**src/rtl/enc_buffer_if.sv**
```systemverilog
// Handshake/bus bundle between the source, the enc_buffer and the encoder formatter.
// buf_underrun_cnt exists only when ENC_BUF_UNDERRUN_CNT_EN is defined.
interface enc_buffer_if #(
  parameter int ENC_SYM_NUM = 4,
  parameter int EGF_ORDER   = 8,
  parameter int BUF_DEPTH   = 3*ENC_SYM_NUM
);
  logic                                      in_valid;
  logic                                      in_ready;
  logic [ENC_SYM_NUM-1:0][EGF_ORDER-1:0]     in_data;
  logic [$clog2(ENC_SYM_NUM+1)-1:0]          con_take;
  logic [$clog2(ENC_SYM_NUM+1)-1:0]          buf_request;
  logic [2*ENC_SYM_NUM-2:0][EGF_ORDER-1:0]   buf_data;
  logic [$clog2(BUF_DEPTH+1)-1:0]            buf_fill;
  logic                                      buf_underrun;
`ifdef ENC_BUF_UNDERRUN_CNT_EN
  logic [15:0]                               buf_underrun_cnt;
`endif

  modport slave (
    input  in_valid, in_data, con_take,
    output in_ready, buf_request, buf_data, buf_fill, buf_underrun
`ifdef ENC_BUF_UNDERRUN_CNT_EN
    , output buf_underrun_cnt
`endif
  );

  modport master (
    output in_valid, in_data, con_take,
    input  in_ready, buf_request, buf_data, buf_fill, buf_underrun
`ifdef ENC_BUF_UNDERRUN_CNT_EN
    , input buf_underrun_cnt
`endif
  );
endinterface

```
**src/rtl/enc_buffer.sv**
```systemverilog
// Shift-register staging FIFO feeding the encoder formatter with a window of the oldest symbols.
// Optional refused-take counter enabled by ENC_BUF_UNDERRUN_CNT_EN.
module enc_buffer #(
  parameter int ENC_SYM_NUM = 4,
  parameter int EGF_ORDER   = 8,
  parameter int BUF_DEPTH   = 3*ENC_SYM_NUM
) (
  input  logic        clk,
  input  logic        rst_n,
  enc_buffer_if.slave bus
);
  localparam int FW = $clog2(BUF_DEPTH+1);
  localparam int AW = FW + 1;

  logic [BUF_DEPTH-1:0][EGF_ORDER-1:0] r_mem;
  logic [FW-1:0]                       r_fill;
  logic                                r_underrun;

  logic [BUF_DEPTH-1:0][EGF_ORDER-1:0] w_mem_nxt;
  logic [AW-1:0]                       w_fill_ext;
  logic [AW-1:0]                       w_take_ext;
  logic [AW-1:0]                       w_k_ext;
  logic [AW-1:0]                       w_add;
  logic [FW-1:0]                       w_base;
  logic [FW-1:0]                       w_fill_nxt;
  logic [$clog2(ENC_SYM_NUM+1)-1:0]    w_k;
  logic                                w_refuse;
  logic                                w_ready;
  logic                                w_push;

  assign w_fill_ext = AW'(r_fill);
  assign w_take_ext = AW'(bus.con_take);
  assign w_refuse   = w_take_ext > w_fill_ext;
  assign w_k        = w_refuse ? '0 : bus.con_take;
  assign w_k_ext    = AW'(w_k);
  // Ready already credits this cycle's release so a full buffer can take and push together.
  assign w_ready    = (w_fill_ext - w_k_ext + AW'(ENC_SYM_NUM)) <= AW'(BUF_DEPTH);
  assign w_push     = bus.in_valid && w_ready;
  assign w_base     = FW'(w_fill_ext - w_k_ext);
  assign w_add      = w_push ? AW'(ENC_SYM_NUM) : '0;
  assign w_fill_nxt = FW'(w_fill_ext - w_k_ext + w_add);

  always_comb begin
    w_mem_nxt = '0;
    for (int i = 0; i < BUF_DEPTH; i++) begin
      if (i >= int'(w_k)) w_mem_nxt[i] = r_mem[i - int'(w_k)];
    end
    // Earliest symbol of the beat lands directly below the surviving contents.
    if (w_push) begin
      for (int t = 0; t < ENC_SYM_NUM; t++) begin
        w_mem_nxt[BUF_DEPTH-1-int'(w_base)-t] = bus.in_data[ENC_SYM_NUM-1-t];
      end
    end
  end

  always_ff @(posedge clk or negedge rst_n) begin
    if (!rst_n) begin
      r_mem      <= '0;
      r_fill     <= '0;
      r_underrun <= 1'b0;
    end else begin
      r_mem  <= w_mem_nxt;
      r_fill <= w_fill_nxt;
      if (w_refuse) r_underrun <= 1'b1;
    end
  end

`ifdef ENC_BUF_UNDERRUN_CNT_EN
  logic [15:0] r_underrun_cnt;

  always_ff @(posedge clk or negedge rst_n) begin
    if (!rst_n) begin
      r_underrun_cnt <= '0;
    end else if (w_refuse && (r_underrun_cnt != 16'hFFFF)) begin
      r_underrun_cnt <= r_underrun_cnt + 16'd1;
    end
  end

  assign bus.buf_underrun_cnt = r_underrun_cnt;
`endif

  assign bus.in_ready     = w_ready;
  assign bus.buf_request  = w_k;
  assign bus.buf_data     = r_mem[BUF_DEPTH-1 -: 2*ENC_SYM_NUM-1];
  assign bus.buf_fill     = r_fill;
  assign bus.buf_underrun = r_underrun;
endmodule
```
**src/flat_wrapper.sv**
```systemverilog
// flat-port wrapper written by rule: the top's interface ports become plain ports
module enc_buffer_flat 
#(
  parameter int ENC_SYM_NUM = 4,
  parameter int EGF_ORDER   = 8,
  parameter int BUF_DEPTH   = 3*ENC_SYM_NUM
)
  (clk, rst_n, bus_in_valid, bus_in_data, bus_con_take, bus_in_ready, bus_buf_request, bus_buf_data, bus_buf_fill, bus_buf_underrun);
  enc_buffer_if #(.ENC_SYM_NUM(ENC_SYM_NUM), .EGF_ORDER(EGF_ORDER), .BUF_DEPTH(BUF_DEPTH)) bus_i ();
  input  logic clk;
  input  logic rst_n;
  input wire logic [$bits(bus_i.in_valid)-1:0] bus_in_valid;
  input wire logic [$bits(bus_i.in_data)-1:0] bus_in_data;
  input wire logic [$bits(bus_i.con_take)-1:0] bus_con_take;
  output wire logic [$bits(bus_i.in_ready)-1:0] bus_in_ready;
  output wire logic [$bits(bus_i.buf_request)-1:0] bus_buf_request;
  output wire logic [$bits(bus_i.buf_data)-1:0] bus_buf_data;
  output wire logic [$bits(bus_i.buf_fill)-1:0] bus_buf_fill;
  output wire logic [$bits(bus_i.buf_underrun)-1:0] bus_buf_underrun;
  assign bus_i.in_valid = bus_in_valid;
  assign bus_i.in_data = bus_in_data;
  assign bus_i.con_take = bus_con_take;
  assign bus_in_ready = bus_i.in_ready;
  assign bus_buf_request = bus_i.buf_request;
  assign bus_buf_data = bus_i.buf_data;
  assign bus_buf_fill = bus_i.buf_fill;
  assign bus_buf_underrun = bus_i.buf_underrun;
  enc_buffer #(.ENC_SYM_NUM(ENC_SYM_NUM), .EGF_ORDER(EGF_ORDER), .BUF_DEPTH(BUF_DEPTH)) u_core (.clk(clk), .rst_n(rst_n), .bus(bus_i));
endmodule
```
**config.mk**
```make
export PLATFORM = sky130hd
export DESIGN_NAME = enc_buffer_flat
export DESIGN_NICKNAME = d
export VERILOG_FILES = /design/src/rtl/enc_buffer_if.sv /design/src/rtl/enc_buffer.sv /design/src/flat_wrapper.sv
export SDC_FILE = /design/constraint.sdc
export NUM_CORES = 1
export LEC_CHECK = 0
export ABC_AREA = 0
export CORE_ASPECT_RATIO = 0.8
export CORE_MARGIN = 2
export CORE_UTILIZATION = 35
export DETAILED_ROUTE_END_ITERATION = 8
export GPL_TIMING_DRIVEN = 0
export PLACE_DENSITY = 0.52
export SLEW_MARGIN = 20
export SYNTH_ARGS = -nofsm -noshare
export SYNTH_HDL_FRONTEND = slang
export SYNTH_SLANG_ARGS = --single-unit
export TNS_END_PERCENT = 1
```
**constraint.sdc**
```tcl
create_clock -name clk -period 14.3 [get_ports clk]
set_clock_uncertainty 0.2 [all_clocks]
set_input_delay 2.86 -clock clk [delete_from_list [all_inputs] [get_ports clk]]
set_output_delay 2.86 -clock clk [all_outputs]
set_load 0.01 [all_outputs]
```
Word-level counts from Yosys, hierarchy flattened
Index checks and enable logic that the tools add are counted.

cells by class
  add/sub/neg operators = 19
  magnitude comparators = 29
  muxes and demuxes = 58
  reductions and logical operators = 5

operators by type and width
  kind                                                                                  number
  32-bit by 6-bit less-than comparator with 1-bit output, second input constant         16
  8-bit binary-select mux with 4-bit select                                             12
  96-bit bitwise mux                                                                    4
  8-bit two-way mux                                                                     35
  8-bit demux with 4-bit select                                                         4
  32-bit by 1-bit greater-or-equal comparator with 1-bit output, second input constant  4
  96-bit two-way mux                                                                    1
  32-bit by 3-bit subtractor with 32-bit output, second input constant                  2
  32-bit by 2-bit subtractor with 32-bit output, second input constant                  1
  4-bit by 3-bit subtractor with 5-bit output, first input constant                     4
  3-bit by 3-bit subtractor with 4-bit output, first input constant                     4
  3-bit greater-or-equal comparator, first input constant                               3
  1-bit by 3-bit subtractor with 4-bit output, first input constant                     2
  2-bit by 3-bit subtractor with 4-bit output, first input constant                     2
  1-bit by 3-bit greater-or-equal comparator with 1-bit output, first input constant    2
  2-bit by 3-bit greater-or-equal comparator with 1-bit output, first input constant    2
  3-bit two-way mux                                                                     2
  5-bit by 3-bit adder with 5-bit output, second input constant                         1
  5-bit by 4-bit <= comparator with 1-bit output, second input constant                 1
  1-bit logical AND                                                                     5
  4-bit by 3-bit subtractor with 5-bit output                                           1
  4-bit by 4-bit subtractor with 5-bit output, first input constant                     1
  4-bit adder                                                                           1
  3-bit by 4-bit > comparator with 1-bit output                                         1

storage, ports and cells
  flip-flop bits (word level) = 101
  input bits = 38
  output and inout bits = 65

Longest topological paths before layout
  depth after elaboration = 13
  depth in mapped cells = 31

Worst setup path after synthesis
OpenSTA, ideal clock, no wires.

  path type = in2out
  start point = input bus_con_take[0]
  end point = output bus_in_ready
  arrival time = 6.584 ns
  required time = 11.240 ns
  path slack = 4.656 ns
  stages = 19
  buffers on the path = 4
  cells stage by stage = inv_2 clkbuf_1 ha_1 and3b_1 o211a_4 nor2_4 buf_4 buf_2 buf_2 ha_1 inv_1 a21o_1 a21oi_1 xnor2_1 inv_1 ha_1 inv_1 xnor2_1 a31oi_1

between the ends
  word-level cells in the longest chain between the ends = 5

RTL lines
  element                                           line                text
  from (decl)                                       flat_wrapper.sv:14  input wire logic [$bits(bus_i.con_take)-1:0] bus_con_take;
  3-bit by 4-bit > comparator with 1-bit output     enc_buffer.sv:33    assign w_refuse = w_take_ext > w_fill_ext;
  3-bit two-way mux *                               enc_buffer.sv:34    assign w_k = w_refuse ? '0 : bus.con_take;
  via bus_buf_request[0]                            flat_wrapper.sv:16  output wire logic [$bits(bus_i.buf_request)-1:0] bus_buf_request;
  4-bit by 3-bit subtractor with 5-bit output *     enc_buffer.sv:37    assign w_ready = (w_fill_ext - w_k_ext + AW'(ENC_SYM_NUM)) <= AW'(BUF_DEPTH);
  5-bit by 3-bit adder with 5-bit output *          enc_buffer.sv:37
  5-bit by 4-bit <= comparator with 1-bit output *  enc_buffer.sv:37
  to (decl)                                         flat_wrapper.sv:15  output wire logic [$bits(bus_i.in_ready)-1:0] bus_in_ready;

The timed path passes the listed nets; every way through them passes the cells marked *.

Final worst setup path
  start point = input bus_con_take[0]
  end point = output bus_in_ready

between the ends
  word-level cells in the longest chain between the ends = 5

RTL lines
  element                                           line
  3-bit by 4-bit > comparator with 1-bit output     enc_buffer.sv:33
  3-bit two-way mux *                               enc_buffer.sv:34
  4-bit by 3-bit subtractor with 5-bit output *     enc_buffer.sv:37
  5-bit by 3-bit adder with 5-bit output *          enc_buffer.sv:37
  5-bit by 4-bit <= comparator with 1-bit output *  enc_buffer.sv:37

Mark *: on every way between the ends. The rest lies on a longest branch, timed or not.

==> summary.md <==
| Metric | Value |
|---|---|
| Status | `complete, no violations` |
| ANT nets after route | `0` |
| Starting Density | `35.4%` |
| Setup crit start kind | `input port` |
| Boundary Pins | `roughly 100` |
| Slowest stage delay, CP | `810 ps` |
| F_max | `around 0.078 GHz` |
| Multi-input logic area | `between 0.01 and 0.015 sq mm` |
| CP Capture Type | `primary output` |
| Skew-Pair Late Insertion Delay | `approximately 420 ps` |
| Register bit total from synthesis | `101` |
| Data arrival, critical path | `9830 ps` |
| Fill count | `4,122` |
| Hold Buf Count CTS | `0` |
| Initial antenna violation count | `6` |
| Die Area | `0.0415 sq mm` |
| Placed wire-length estimate | `76.7 mm` |
| Slew @ Worst Pin | `1260 ps` |
| Final Hold Fails | `0` |
| Final Max Slew Viols | `0` |
| Clock H-tree levels | `3` |
| Main synth FF type | `dfrtp_1` |
| Total number of vias | `roughly 18k` |
| Postcts setup bufs | `0` |
| Initial DRC count | `3,165` |
| Synth warn | `0` |
| First-pass GRT wire length | `135 mm` |
| # DRC | `0` |
| Die Wd | `227 um` |
| Vias in the first global route | `16.8k` |
| CTS max path bufs | `2` |
| CP max-delay cell | `xnor2_1` |
| Number of port buffers | `96` |
| Final GP Congestion | `~1.1` |
| Net Count, Synth | `1,822` |
| Setup violators final | `0` |
| Total negative slack | `0 ps` |
| Hold crit path type | `reg2reg` |
| Delay-heaviest family, CP | `buffers and inverters` |
| Core area | `0.0394 sq mm` |
| Worst endpoint required time | `11,240 ps` |
| Worst setup path class | `in2out` |
| Post-route minimum period | `12,890 ps` |
| Via/cell ratio | `7.54` |
| CTS Sinks | `101` |
| Slew headroom | `15.9%` |
| Final critical-path share of the clock period | `90.1%` |
| # rows | `65` |
| Crit-path cells | `clkdlybuf4s50_1 > inv_2 > clkbuf_1 > ha_1 > and3b_1 > o211ai_2 > and2_1 > buf_2 > inv_2 > buf_2 > ha_1 > a21oi_1 > xnor2_1 > inv_1 > ha_1 > inv_1 > xnor2_1 > a31oi_1 > clkdlybuf4s50_1` |
| MaxCap Viol Count | `0` |
| Cell Area, Synth | `0.0139 sq mm` |
| Most frequent cells in the layout | `140 x nand2_1, 138 x nor2_1, 108 x o21ai_0` |
| Final #Nets | `1,931` |
| TritonCTS clock tree | `yes` |
| Seq/Total Area, Yosys | `about 18%` |
| P&R area growth vs syn | `14.6%` |
| GRT Util Overall | `47.4%` |
| Worst path bufs/invs | `9` |
| Layout cells sized above 1 | `between 10 and 15%` |
| Final wirelength | `99.1 mm` |
| CTS buffer count | `9` |
| Commonest non-fill, non-tap cell in the layout | `nand2_1` |
| GRT overflow | `0` |
| Area taken by flip-flops and latches | `0.00253 sq mm` |
| CP most frequent cell | `ha_1` |
| DIE HEIGHT | `between 150 and 200 um` |
| First-pass DRT Iterations | `6` |
| Synth Instances | `1,743` |
| Root Buffer | `clkbuf_16` |
| CP max FO | `14` |
| Mean routed wirelength per cell | `41.4 um` |
| Clock-pin slew on the worst setup and hold paths | `about 80 ps` |
| Largest net degree at the start of global routing | `just over 60` |
| Avg Inst Size Synth | `around 8.0 sq um` |
| PostCTS Resize Cnt | `0` |
| Async S/R FF share, synth | `between 90% and 100%` |
| RSZ-0062 raised after global routing | `false` |
| Post-synth EDFFs | `0` |
| Synth unique cells | `85` |
## worst paths after layout
kind,slack (ps),endpoint,cells past startpoint,from
worst max-delay path,1410,bus_in_ready,19,bus_con_take[0]
worst min-delay path,270,u_core.bus.buf_underrun,1,u_core.bus.buf_underrun
worst max register to register,5460,u_core.bus.buf_data[29],25,u_core.bus.buf_fill[1]
min in group asynchronous,2160,u_core.bus.buf_fill[1],1,rst_n
max in group asynchronous,11000,u_core.bus.buf_data[4],2,rst_n
worst min register to register,270,u_core.bus.buf_underrun,1,u_core.bus.buf_underrun
## routing by layer
metal | GRT usage, % | vias to the layer above | share of wire (%)
met3 | 21.7 | 327 | 16
met5 | 0 | - | 0.081
met2 | 63.0 | 1682 | 38
li1 | - | 7026 | -
met4 | 24.7 | 8 | 6.3
met1 | 63.4 | 9032 | 39
## flip-flops by register name (all words and copies together) (netlist names)
name / cells
u_core.bus.buf_data: 56
u_core.r_mem: 40
u_core.bus.buf_fill: 4
u_core.bus.buf_underrun: 1
## layout make-up
cell class              instances  share of cell area, %
multi-input cells            1377                   63.6
inverters                      50                   1.17
diodes                          4                 0.0626
clock inverters                 7                  0.579
well taps                     536                   4.20
repair buffers                 98                   6.24
flip-flops and latches        101                   15.8
plain buffers                 215                   6.87
clock buffers                   9                   1.41
## cell families (layout without fill, tap and decap cells)
group	count (synthesis)	after routing	synth area share [%]
AND/OR/NAND/NOR	538	538	18.5
multiplexers	137	137	16.0
AO/OA/AOI/OAI	655	655	33.8
other	0	4	0
buffers and inverters	265	379	9.21
adder cells (fa/ha/maj)	41	41	3.89
XOR/XNOR	6	6	0.538
flip-flops	101	101	18.1
## metrics by stage
step	util, %	instance area [sq um]	instances	hold slack [ps]	setup slack (ps)
finish	40.6	16000	2397	270	1410
global route	40.6	16000	2393	297	1210
CTS	40.6	16000	2393	282	1600
detailed placement	39.8	15700	2377	263	1630
global placement	39.6	15600	2375	253	1480
floorplan	-	13900	1743	304	4660
## cell usage after synthesis (all sizes together) (6+ instances only)
| library cell | n | area [sq um] |
|---|---|---|
| a22oi | 51 | 383 |
| nand2 | 140 | 526 |
| and2 | 12 | 75.1 |
| a31oi | 44 | 275 |
| o211ai | 21 | 163 |
| ha | 37 | 463 |
| mux2i | 65 | 651 |
| a2111oi | 11 | 96.3 |
| nand4 | 6 | 37.5 |
| nor4 | 12 | 75.1 |
| dfrtp | 101 | 2530 |
| o21ai | 113 | 569 |
| o211a | 10 | 108 |
| and3 | 16 | 100 |
| nand2b | 27 | 169 |
| a2bb2oi | 15 | 131 |
| a211oi | 18 | 140 |
| mux4 | 68 | 1530 |
| o21a | 18 | 135 |
| a221o | 18 | 180 |
| a22o | 31 | 272 |
| inv | 50 | 188 |
| o22ai | 60 | 375 |
| a21oi | 73 | 373 |
| or3 | 7 | 48.8 |
| clkbuf | 93 | 349 |
| nor2 | 141 | 542 |
| nand3b | 8 | 60.1 |
| buf | 122 | 748 |
| a21boi | 9 | 71.3 |
| nor2b | 16 | 100 |
| a221oi | 33 | 289 |
| o221ai | 57 | 499 |
| nand3 | 98 | 490 |
| a21o | 16 | 120 |
| o32ai | 7 | 61.3 |
| nor3 | 35 | 180 |
Power is left out: the tool's default activity adds up to more than one toggle a clock period on the data nets, which glitch-free logic cannot reach.
